File: config.mk
export PLATFORM = sky130hd
export DESIGN_NAME = rr_frame_serializer
export DESIGN_NICKNAME = d
export VERILOG_FILES = /design/src/rtl/rr_frame_serializer.sv
export SDC_FILE = /design/constraint.sdc
export NUM_CORES = 1
export LEC_CHECK = 0
export CAP_MARGIN = 25
export CORE_MARGIN = 2
export CORE_UTILIZATION = 45
export CTS_BUF_LIST = sky130_fd_sc_hd__clkbuf_4 sky130_fd_sc_hd__clkbuf_8
export DETAILED_ROUTE_END_ITERATION = 7
export PLACE_DENSITY = 0.75
export SLEW_MARGIN = 20
export SYNTH_ARGS = -nofsm -noshare
export SYNTH_HDL_FRONTEND = slang
export SYNTH_SLANG_ARGS = --single-unit
File: constraint.sdc
create_clock -name clk -period 2.2 [get_ports clk]
set_input_delay 0.66 -clock clk [delete_from_list [all_inputs] [get_ports clk]]
set_output_delay 0.66 -clock clk [all_outputs]
set_load 0.01 [all_outputs]
File: src/rtl/rr_frame_serializer.sv
// rr_frame_serializer: round-robin multi-channel frame serializer.
// Each channel offers a DATA_WIDTH word plus a bit count. A round-robin arbiter
// picks one channel while idle, and the granted frame is shifted out one bit per
// cycle on a single serial lane, optionally followed by forced idle gap cycles.
//
// Ports
//   clk        rising-edge clock
//   rst        asynchronous reset, active low
//   in_valid   per-channel frame offer
//   in_ready   per-channel accept, one-hot or zero (combinational from state + in_valid)
//   in_data    channel c word at [c*DATA_WIDTH +: DATA_WIDTH]
//   in_len     channel c bit count at [c*LEN_W +: LEN_W]
//   ser_bit    serial data bit (0 when ser_valid is low)
//   ser_valid  ser_bit carries frame data this cycle
//   ser_ch     channel owning the frame on the lane (holds when idle)
//   frame_done one-cycle pulse on the last bit, or the cycle after a zero-length accept
//   busy       high while shifting or in the inter-frame gap
//   err_len    sticky flag: a frame with in_len > DATA_WIDTH was accepted
module rr_frame_serializer #(
  parameter int unsigned DATA_WIDTH = 8,
  parameter int unsigned NUM_CH     = 2,
  parameter int unsigned MSB_FIRST  = 1,
  parameter int unsigned GAP_CYCLES = 0,
  localparam int unsigned LEN_W     = $clog2(DATA_WIDTH + 1),
  localparam int unsigned CH_W      = (NUM_CH > 1) ? $clog2(NUM_CH) : 1
) (
  input  logic                         clk,
  input  logic                         rst,
  input  logic [NUM_CH-1:0]            in_valid,
  output logic [NUM_CH-1:0]            in_ready,
  input  logic [NUM_CH*DATA_WIDTH-1:0] in_data,
  input  logic [NUM_CH*LEN_W-1:0]      in_len,
  output logic                         ser_bit,
  output logic                         ser_valid,
  output logic [CH_W-1:0]              ser_ch,
  output logic                         frame_done,
  output logic                         busy,
  output logic                         err_len
);

  localparam int unsigned IDX_W    = (DATA_WIDTH > 1) ? $clog2(DATA_WIDTH) : 1;
  localparam int unsigned GAP_W    = (GAP_CYCLES > 0) ? $clog2(GAP_CYCLES + 1) : 1;
  localparam int unsigned GAP_LOAD = (GAP_CYCLES > 0) ? GAP_CYCLES - 1 : 0;

  typedef enum logic [1:0] {
    S_IDLE  = 2'd0,
    S_SHIFT = 2'd1,
    S_DONE0 = 2'd2,
    S_GAP   = 2'd3
  } state_t;

  state_t                  state_q, state_nx;

  logic [CH_W-1:0]         ptr_q, ptr_nx;
  logic [DATA_WIDTH-1:0]   data_q, data_nx;
  logic [IDX_W-1:0]        idx_q, idx_nx;
  logic [LEN_W-1:0]        rem_q, rem_nx;
  logic [GAP_W-1:0]        gap_q, gap_nx;

  logic                    ser_bit_nx, ser_valid_nx, frame_done_nx, busy_nx, err_len_nx;
  logic [CH_W-1:0]         ser_ch_nx;

  logic [CH_W-1:0]         grant_c;
  logic                    grant_vld_c;
  logic [DATA_WIDTH-1:0]   sel_data_c;
  logic [LEN_W-1:0]        sel_len_c;
  logic [LEN_W-1:0]        len_eff_c;
  logic                    len_over_c;
  logic [IDX_W-1:0]        first_idx_c;
  logic [IDX_W-1:0]        step_idx_c;
  logic [CH_W-1:0]         ptr_inc_c;

  // Round-robin arbiter: first valid channel at or after ptr, idle state only.
  always_comb begin
    int unsigned cidx;
    cidx        = 0;
    grant_c     = '0;
    grant_vld_c = 1'b0;
    in_ready    = '0;
    if (state_q == S_IDLE && rst) begin
      for (int unsigned i = 0; i < NUM_CH; i++) begin
        cidx = (32'(ptr_q) + i) % NUM_CH;
        if (!grant_vld_c && in_valid[CH_W'(cidx)]) begin
          grant_c                 = CH_W'(cidx);
          grant_vld_c             = 1'b1;
          in_ready[CH_W'(cidx)]   = 1'b1;
        end
      end
    end
  end

  // Granted channel payload and clamped length.
  always_comb begin
    sel_data_c = '0;
    sel_len_c  = '0;
    for (int unsigned c = 0; c < NUM_CH; c++) begin
      if (grant_c == CH_W'(c)) begin
        sel_data_c = in_data[c*DATA_WIDTH +: DATA_WIDTH];
        sel_len_c  = in_len[c*LEN_W +: LEN_W];
      end
    end
    len_over_c = (sel_len_c > LEN_W'(DATA_WIDTH));
    len_eff_c  = len_over_c ? LEN_W'(DATA_WIDTH) : sel_len_c;
  end

  // Bit index helpers; only the len_eff LSBs of the word are ever addressed.
  always_comb begin
    first_idx_c = '0;
    step_idx_c  = idx_q;
    if (MSB_FIRST != 0) begin
      if (len_eff_c != '0) begin
        first_idx_c = IDX_W'(len_eff_c - LEN_W'(1));
      end
      if (idx_q != '0) begin
        step_idx_c = idx_q - IDX_W'(1);
      end
    end else begin
      first_idx_c = '0;
      if (idx_q != IDX_W'(DATA_WIDTH - 1)) begin
        step_idx_c = idx_q + IDX_W'(1);
      end
    end
    ptr_inc_c = (grant_c == CH_W'(NUM_CH - 1)) ? '0 : grant_c + CH_W'(1);
  end

  // FSM state register.
  always_ff @(posedge clk or negedge rst) begin
    if (!rst) begin
      state_q <= S_IDLE;
    end else begin
      state_q <= state_nx;
    end
  end

  // FSM next-state logic.
  always_comb begin
    state_nx = state_q;
    case (state_q)
      S_IDLE: begin
        if (grant_vld_c) begin
          state_nx = (len_eff_c != '0) ? S_SHIFT : S_DONE0;
        end
      end
      S_SHIFT: begin
        if (rem_q == '0) begin
          state_nx = (GAP_CYCLES > 0) ? S_GAP : S_IDLE;
        end
      end
      S_DONE0: begin
        state_nx = (GAP_CYCLES > 0) ? S_GAP : S_IDLE;
      end
      S_GAP: begin
        if (gap_q == '0) begin
          state_nx = S_IDLE;
        end
      end
      default: state_nx = S_IDLE;
    endcase
  end

  // Output / datapath next values; rem counts bits still to send after the current one.
  always_comb begin
    ser_bit_nx    = 1'b0;
    ser_valid_nx  = 1'b0;
    ser_ch_nx     = ser_ch;
    frame_done_nx = 1'b0;
    busy_nx       = (state_nx == S_SHIFT) || (state_nx == S_GAP);
    err_len_nx    = err_len;
    ptr_nx        = ptr_q;
    data_nx       = data_q;
    idx_nx        = idx_q;
    rem_nx        = rem_q;
    gap_nx        = gap_q;
    case (state_q)
      S_IDLE: begin
        if (grant_vld_c) begin
          ptr_nx  = ptr_inc_c;
          data_nx = sel_data_c;
          if (len_over_c) begin
            err_len_nx = 1'b1;
          end
          if (len_eff_c != '0) begin
            idx_nx        = first_idx_c;
            ser_bit_nx    = sel_data_c[first_idx_c];
            ser_valid_nx  = 1'b1;
            ser_ch_nx     = grant_c;
            rem_nx        = len_eff_c - LEN_W'(1);
            frame_done_nx = (len_eff_c == LEN_W'(1));
          end else begin
            rem_nx        = '0;
            frame_done_nx = 1'b1;
          end
        end
      end
      S_SHIFT: begin
        if (rem_q != '0) begin
          idx_nx        = step_idx_c;
          ser_bit_nx    = data_q[step_idx_c];
          ser_valid_nx  = 1'b1;
          rem_nx        = rem_q - LEN_W'(1);
          frame_done_nx = (rem_q == LEN_W'(1));
        end else begin
          gap_nx = GAP_W'(GAP_LOAD);
        end
      end
      S_DONE0: begin
        gap_nx = GAP_W'(GAP_LOAD);
      end
      S_GAP: begin
        if (gap_q != '0) begin
          gap_nx = gap_q - GAP_W'(1);
        end
      end
      default: ;
    endcase
  end

  // Output and datapath registers.
  always_ff @(posedge clk or negedge rst) begin
    if (!rst) begin
      ser_bit    <= 1'b0;
      ser_valid  <= 1'b0;
      ser_ch     <= '0;
      frame_done <= 1'b0;
      busy       <= 1'b0;
      err_len    <= 1'b0;
      ptr_q      <= '0;
      data_q     <= '0;
      idx_q      <= '0;
      rem_q      <= '0;
      gap_q      <= '0;
    end else begin
      ser_bit    <= ser_bit_nx;
      ser_valid  <= ser_valid_nx;
      ser_ch     <= ser_ch_nx;
      frame_done <= frame_done_nx;
      busy       <= busy_nx;
      err_len    <= err_len_nx;
      ptr_q      <= ptr_nx;
      data_q     <= data_nx;
      idx_q      <= idx_nx;
      rem_q      <= rem_nx;
      gap_q      <= gap_nx;
    end
  end

endmodule

==> impl_metrics.yaml, run 1 <==
status:
  status: "completed"
floorplanning:
  die_w_um: 64.5
  dieArea_um2: 4160
  die_height_um: 64.5
  coreArea_um2: 3420
  ios: 36
  rows: 21
  start_util: 0.482
synthesis:
  synth.avg_cell_area_um2: 8.45
  synth_top_area_cell: "dfrtp_1"
  synth_nets: 227
  ys_types: 54
  netlist_area_um2: 1650
  yosysWarningCount: 0
  netlist_instances: 195
  synth_commonest_cells: "30 x nand2_1, 23 x dfrtp_1, 20 x nor2_1, 14 x a21oi_1, 13 x a31oi_1"
  synth_area_leaders: "dfrtp_1 35%, nand2_1 6.8%, a31oi_1 4.9%"
  async_flop_share: 1.00
  ys_ff_latch: 23
  seq_area_frac_synth: 0.349
  yosysMostFrequentCell: "nand2_1"
  synth-edff-count: 0
  ys.flop_type: "dfrtp_1"
  yosysTopAreaCellShare: 0.349
placement:
  port-buffer-count: 35
  gp_congestion: 0.979
  hpwl_mm: 3.57
  placed_area_um2: 2250
  dp.cells: 301
drt:
  first_pass_iters: 4
  via_per_inst: 5.62
  drc_errors: 0
  routedWlPerCell_um: 14.5
  drt_iter0_markers: 57
  wl_mm: 4.44
  vias: 1726
  antenna_left: 0
power_and_ir_drop:
  peakVddDrop_mv: 0.514
  sequentialPowerShare: 0.313
  power_switching_mw: 0.984
  intPower_mw: 1.45
  swShare: 0.404
  pwr-share-comb: 0.599
  pwr-share-clk: 0.088
  power_density_nw_per_um2: 1050
  leakage_nw: 1.06
cts:
  worstSkewPairLatency_ns: 0.32
  postCtsHoldBufs: 0
  ctsLongestPathBuffers: 2
  path_clk_slew_ns: 0.13
  cts_root_buf: "clkbuf_4"
  ctsHtreeMaxLevel: 1
  cts_sinks: 23
  cts_tree: "yes"
  cts_buffers: 3
timing:
  worst_clock_skew_ns: 0.0122
  finalSetupViolCount: 0
  rsz0062_at_grt: "true"
  tns_ns: 0
  worst_slew_pin_slew_ns: 0.460
  post-route-period-util: 0.979
  hold_violations: 0
  max_freq_mhz: 464
  slew_headroom: 0.690
  slew_violations: 0
  period_minus_slack_ns: 2.15
critical_path:
  arrival_ns: 2.36
  cp_cell_sequence: "clkdlybuf4s50_1 -> or4_4 -> a31oi_1 -> a31oi_1 -> a21oi_2 -> inv_2 -> mux2_4"
  crit_type: "primary input to flip-flop"
  crit_family: "buffers and inverters"
  worst_path_max_delay_cell: "clkdlybuf4s50_1"
  endpoint_kind: "flip-flop"
  path_common_cell: "a31oi_1"
  cp-start-kind: "primary input"
  worst-path-max-fanout: 4
  max_stage_delay_ns: 0.44
  cp_num_buf_inv: 2
  worstPathRequired_ns: 2.41
global_route:
  grt_max_degree: 24
  overflow: 0
  groute.usage.overall: 0.233
  grt_pass1_wl_mm: 7.53
  antenna_found_initial: 0
  grt_pass1_vias: 1695
flow_run:
  drv_cap: 0
finish:
  fillers: 282
  antenna_cells: 0
  fin_area_um2: 2330
  fin_nets: 294
  final_layout_size_suffix_gt1_frac: 0.215
  instances_no_fill: 307
  synthToLayoutAreaGrowth_pct: 41.5
  postLayoutCoreUtil: 0.683
hold_path:
  hp-class: "primary input to asynchronous set/reset pin"
kinds of logic after synthesis:
| logic type | after synthesis | share of synthesized area |
|---|---|---|
| adders and majority gates | 4 | 0.0304 |
| and+or+nand+nor | 72 | 0.208 |
| xor gates and xnor gates | 1 | 0.00532 |
| muxes | 11 | 0.0782 |
| DFF | 23 | 0.349 |
| AOI/OAI and AO/OA | 66 | 0.272 |
| buffers and inverters | 18 | 0.0569 |
layer usage:
layer,up-vias,global-route usage,share of wire
li1,851,-,-
met1,811,0.302,0.44
met2,60,0.411,0.50
met3,4,0.0243,0.054
met4,0,0.0638,0.011
met5,-,0,0
power by group through the flow:
| stage | Sequential, mW | Combinational (mW) | Clock (mW) |
|---|---|---|---|
| after global routing | 0.796 | 1.63 | 0.231 |
| final | 0.763 | 1.46 | 0.214 |
| after CTS | 0.760 | 1.43 | 0.215 |
| after floorplan | 0.752 | 0.954 | 0 |
| after detailed placement | 0.769 | 1.41 | 0 |
| after global placement | 0.764 | 1.38 | 0 |
final timing paths:
path,startpoint,endpoint,slack [ns],cells past startpoint
setup reg to reg,idx_q[0]$_DFFE_PN0P_,ser_bit$_DFF_PN0_,0.16,7
setup / recovery,in_len[2],idx_q[1]$_DFFE_PN0P_,0.05,7
hold reg to reg,err_len$_DFFE_PN0P_,err_len$_DFFE_PN0P_,0.50,1
max in group asynchronous,rst,data_q[6]$_DFFE_PN0P_,1.54,2
min in group clk,err_len$_DFFE_PN0P_,err_len$_DFFE_PN0P_,0.50,1
hold / removal,rst,idx_q[2]$_DFFE_PN0P_,0.42,2
timing repair:
item / CTS / global route
pin swaps: 3 / 1
buffers inserted: 2 / 0
gates resized for setup: 12 / 11
setup endpoints to repair: 9 / 5
cell usage in the layout (no fill, tap or decap), types with 3 or more instances in the layout:
| master | n |
|---|---|
| buf_4 | 33 |
| o21ai_0 | 10 |
| a21oi_1 | 14 |
| ha_1 | 4 |
| nand2_1 | 30 |
| a31oi_1 | 13 |
| nand2b_1 | 4 |
| clkdlybuf4s50_1 | 27 |
| clkbuf_4 | 4 |
| nor2_1 | 20 |
| mux2i_1 | 8 |
| dlymetal6s2s_1 | 3 |
| o21bai_1 | 3 |
| dfrtp_1 | 23 |
| nor2b_1 | 3 |
| inv_1 | 8 |
| nand3_1 | 3 |
worst reg2reg max path, cell delays in order (launching register included):
cell and delay (ns):
dfrtp_1 0.44, inv_1 0.19, ha_1 0.32, mux2i_1 0.14, mux4_2 0.46, nand2b_1 0.17, o41a_1 0.13, o32ai_2 0.14
area by class of cell:
cell class	instances	area [µm²]	share of cell area
clock buffers	4	30.0	0.0129
inverters	10	40.0	0.0172
multi-input cells	154	1010	0.434
flip-flops and latches	23	576	0.247
well taps	46	57.6	0.0247
repair buffers	70	617	0.264
state kept, by name, summed over array words and instances, names as in the netlist, named ones only:
register	flops
data_q	8
idx_q	3
ser_ch	1
frame_done	1
rem_q	4
ser_valid	1
err_len	1
ser_bit	1
ptr_q	1
state_q	1
metrics by stage:
stage	power, mW	worst slack [ns]	hold WS, ns
2_1_floorplan	1.71	0.0537	0.364
6_report	2.44	0.0460	0.419
5_1_grt	2.65	-0.0161	0.457
3_5_place_dp	2.18	-0.666	0.468
3_3_place_gp	2.14	-0.662	0.462
4_1_cts	2.40	0.0108	0.443
(Power assumes the default switching activity.)
==> inputs of run 2 (changes only) <==
- SKIP_LAST_GASP: not set -> 1
==> results of run 2 <==
Same layout as run 1: the final DEF is identical, and so are final timing and power.
==> inputs of run 3 (changes only) <==
- CORE_UTILIZATION: 45 -> 40
- PLACE_DENSITY: 0.75 -> 0.68
==> impl_metrics.yaml, run 3 (synthesis gave the netlist of run 1 again) <==
timing:
  post-route-period-util: 0.988
  whs_ns: 0.484
  period_minus_slack_ns: 2.17
  hold_violations: 0
  max_freq_mhz: 460
  finalSetupViolCount: 0
  tns_ns: 0
  slew_headroom: 0.642
  slew_violations: 0
  worst_clock_skew_ns: 0.00438
  setup_slack_ns: 0.0269
  rsz0062_at_grt: "true"
  worst_slew_pin_slew_ns: 0.531
placement:
  gp_congestion: 0.891
  pre_cts_slack_ns: -0.701
  hpwl_mm: 3.61
  dp.cells: 307
  placed_area_um2: 2270
  port-buffer-count: 35
finish:
  final_layout_size_suffix_gt1_frac: 0.220
  fin_area_um2: 2360
  fin_nets: 297
  reg_top3: "data_q x8, rem_q x4, idx_q x3"
  postLayoutCoreUtil: 0.594
  synthToLayoutAreaGrowth_pct: 43.1
  antenna_cells: 0
  largest_reg_flops: 8
  final_cell_mix: "36 x buf_4, 30 x nand2_1, 26 x clkdlybuf4s50_1"
  mostFrequentLayoutCell: "buf_4"
  instances_no_fill: 314
  largest-register: "data_q"
  fillers: 385
cts:
  ctsHtreeMaxLevel: 1
  cts_buffers: 3
  cts_sinks: 23
  cts_tree: "yes"
  cts_root_buf: "clkbuf_8"
  path_clk_slew_ns: 0.08
  ctsLongestPathBuffers: 2
  worstSkewPairLatency_ns: 0.26
global_route:
  grt_max_degree: 24
  grt_pass1_vias: 1668
  antenna_found_initial: 0
  groute.usage.overall: 0.217
  grt_pass1_wl_mm: 7.50
  overflow: 0
flow_run:
  drv_cap: 0
drt:
  vias: 1713
  drt_iter0_markers: 84
  routedWlPerCell_um: 14.9
  wl_mm: 4.67
  antenna_left: 0
  first_pass_iters: 4
  via_per_inst: 5.46
  drc_errors: 0
power_and_ir_drop:
  p_total_mw: 2.53
  power_density_nw_per_um2: 1070
  peakVddDrop_mv: 0.363
  leakage_nw: 1.05
floorplanning:
  rows: 23
  coreArea_um2: 3970
  ios: 36
  die_w_um: 68.2
  die_height_um: 68.2
  dieArea_um2: 4650
  start_util: 0.415
critical_path:
  arrival_ns: 1.51
  crit_type: "primary input to output port"
  crit_start: "rst"
  r2r_slack_ns: 0.13
  r2r_start: "idx_q[0]$_DFFE_PN0P_"
  worstPathRequired_ns: 1.54
  cp-start-kind: "primary input"
  worst-path-max-fanout: 3
  endpoint_kind: "output port"
hold_path:
  hp-class: "flip-flop to flip-flop"
  hold_start: "err_len$_DFFE_PN0P_"
status:
  status: "completed"
## run 3: cell count changes in the layout (fill, tap and decap cells not counted)
cell             change
clkdlybuf4s50_1      -1
buf_4                +3
clkbuf_8             +3
o32ai_1              +1
o32ai_2              -1
a21oi_1              -1
a211oi_1             +1
clkbuf_4             -3
dlygate4sd2_1        +4
dlymetal6s2s_1       -3
a21oi_2              +1
buf_2                +1
clkbuf_2             -1
a211oi_2             -1
## run 3: what timing repair did
action                     4_1_cts  5_1_grt
resized for setup               21        3
setup endpoints to repair       14        3
buffers inserted                 3        0
hold buffers                     0        0
pin swaps                        3        0
## run 3: cell type report
cell class              count  area, µm²  area share
multi-input cells         154       1000       0.426
repair buffers             73        627       0.266
flip-flops and latches     23        576       0.244
well taps                  50       62.6      0.0265
clock buffers               4       48.8      0.0207
inverters                  10       40.0      0.0170
## run 3: power breakdown
part,internal (mW),switching [mW],total (mW),leakage (nW)
registers,0.616,0.155,0.771,0.267
logic,0.756,0.719,1.47,0.762
clock network,0.142,0.138,0.279,0.0262
total,1.51,1.01,2.53,1.05
## run 3: worst paths after layout
check,to,depth (start not counted)
min reg2reg,err_len$_DFFE_PN0P_,1
max,in_ready[0],6
min,err_len$_DFFE_PN0P_,1
min in group asynchronous,rem_q[0]$_DFFE_PN0P_,2
max reg2reg,ser_bit$_DFF_PN0_,7
max in group asynchronous,data_q[6]$_DFFE_PN0P_,2
## run 3: critical path, stage by stage
cell,delay (ns)
clkdlybuf4s15_2,0.19
nor3b_4,0.18
buf_6,0.14
nand2_1,0.07
a21oi_2,0.12
buf_2,0.14
## run 3: routing by layer
layer	GRT usage	routed length, µm	vias to the layer above	part of all wire
met5	0	0	-	0
met4	0.0750	95	0	0.020
met3	0.0313	195	10	0.042
met2	0.359	2300	54	0.49
met1	0.290	2080	788	0.45
li1	-	-	861	-
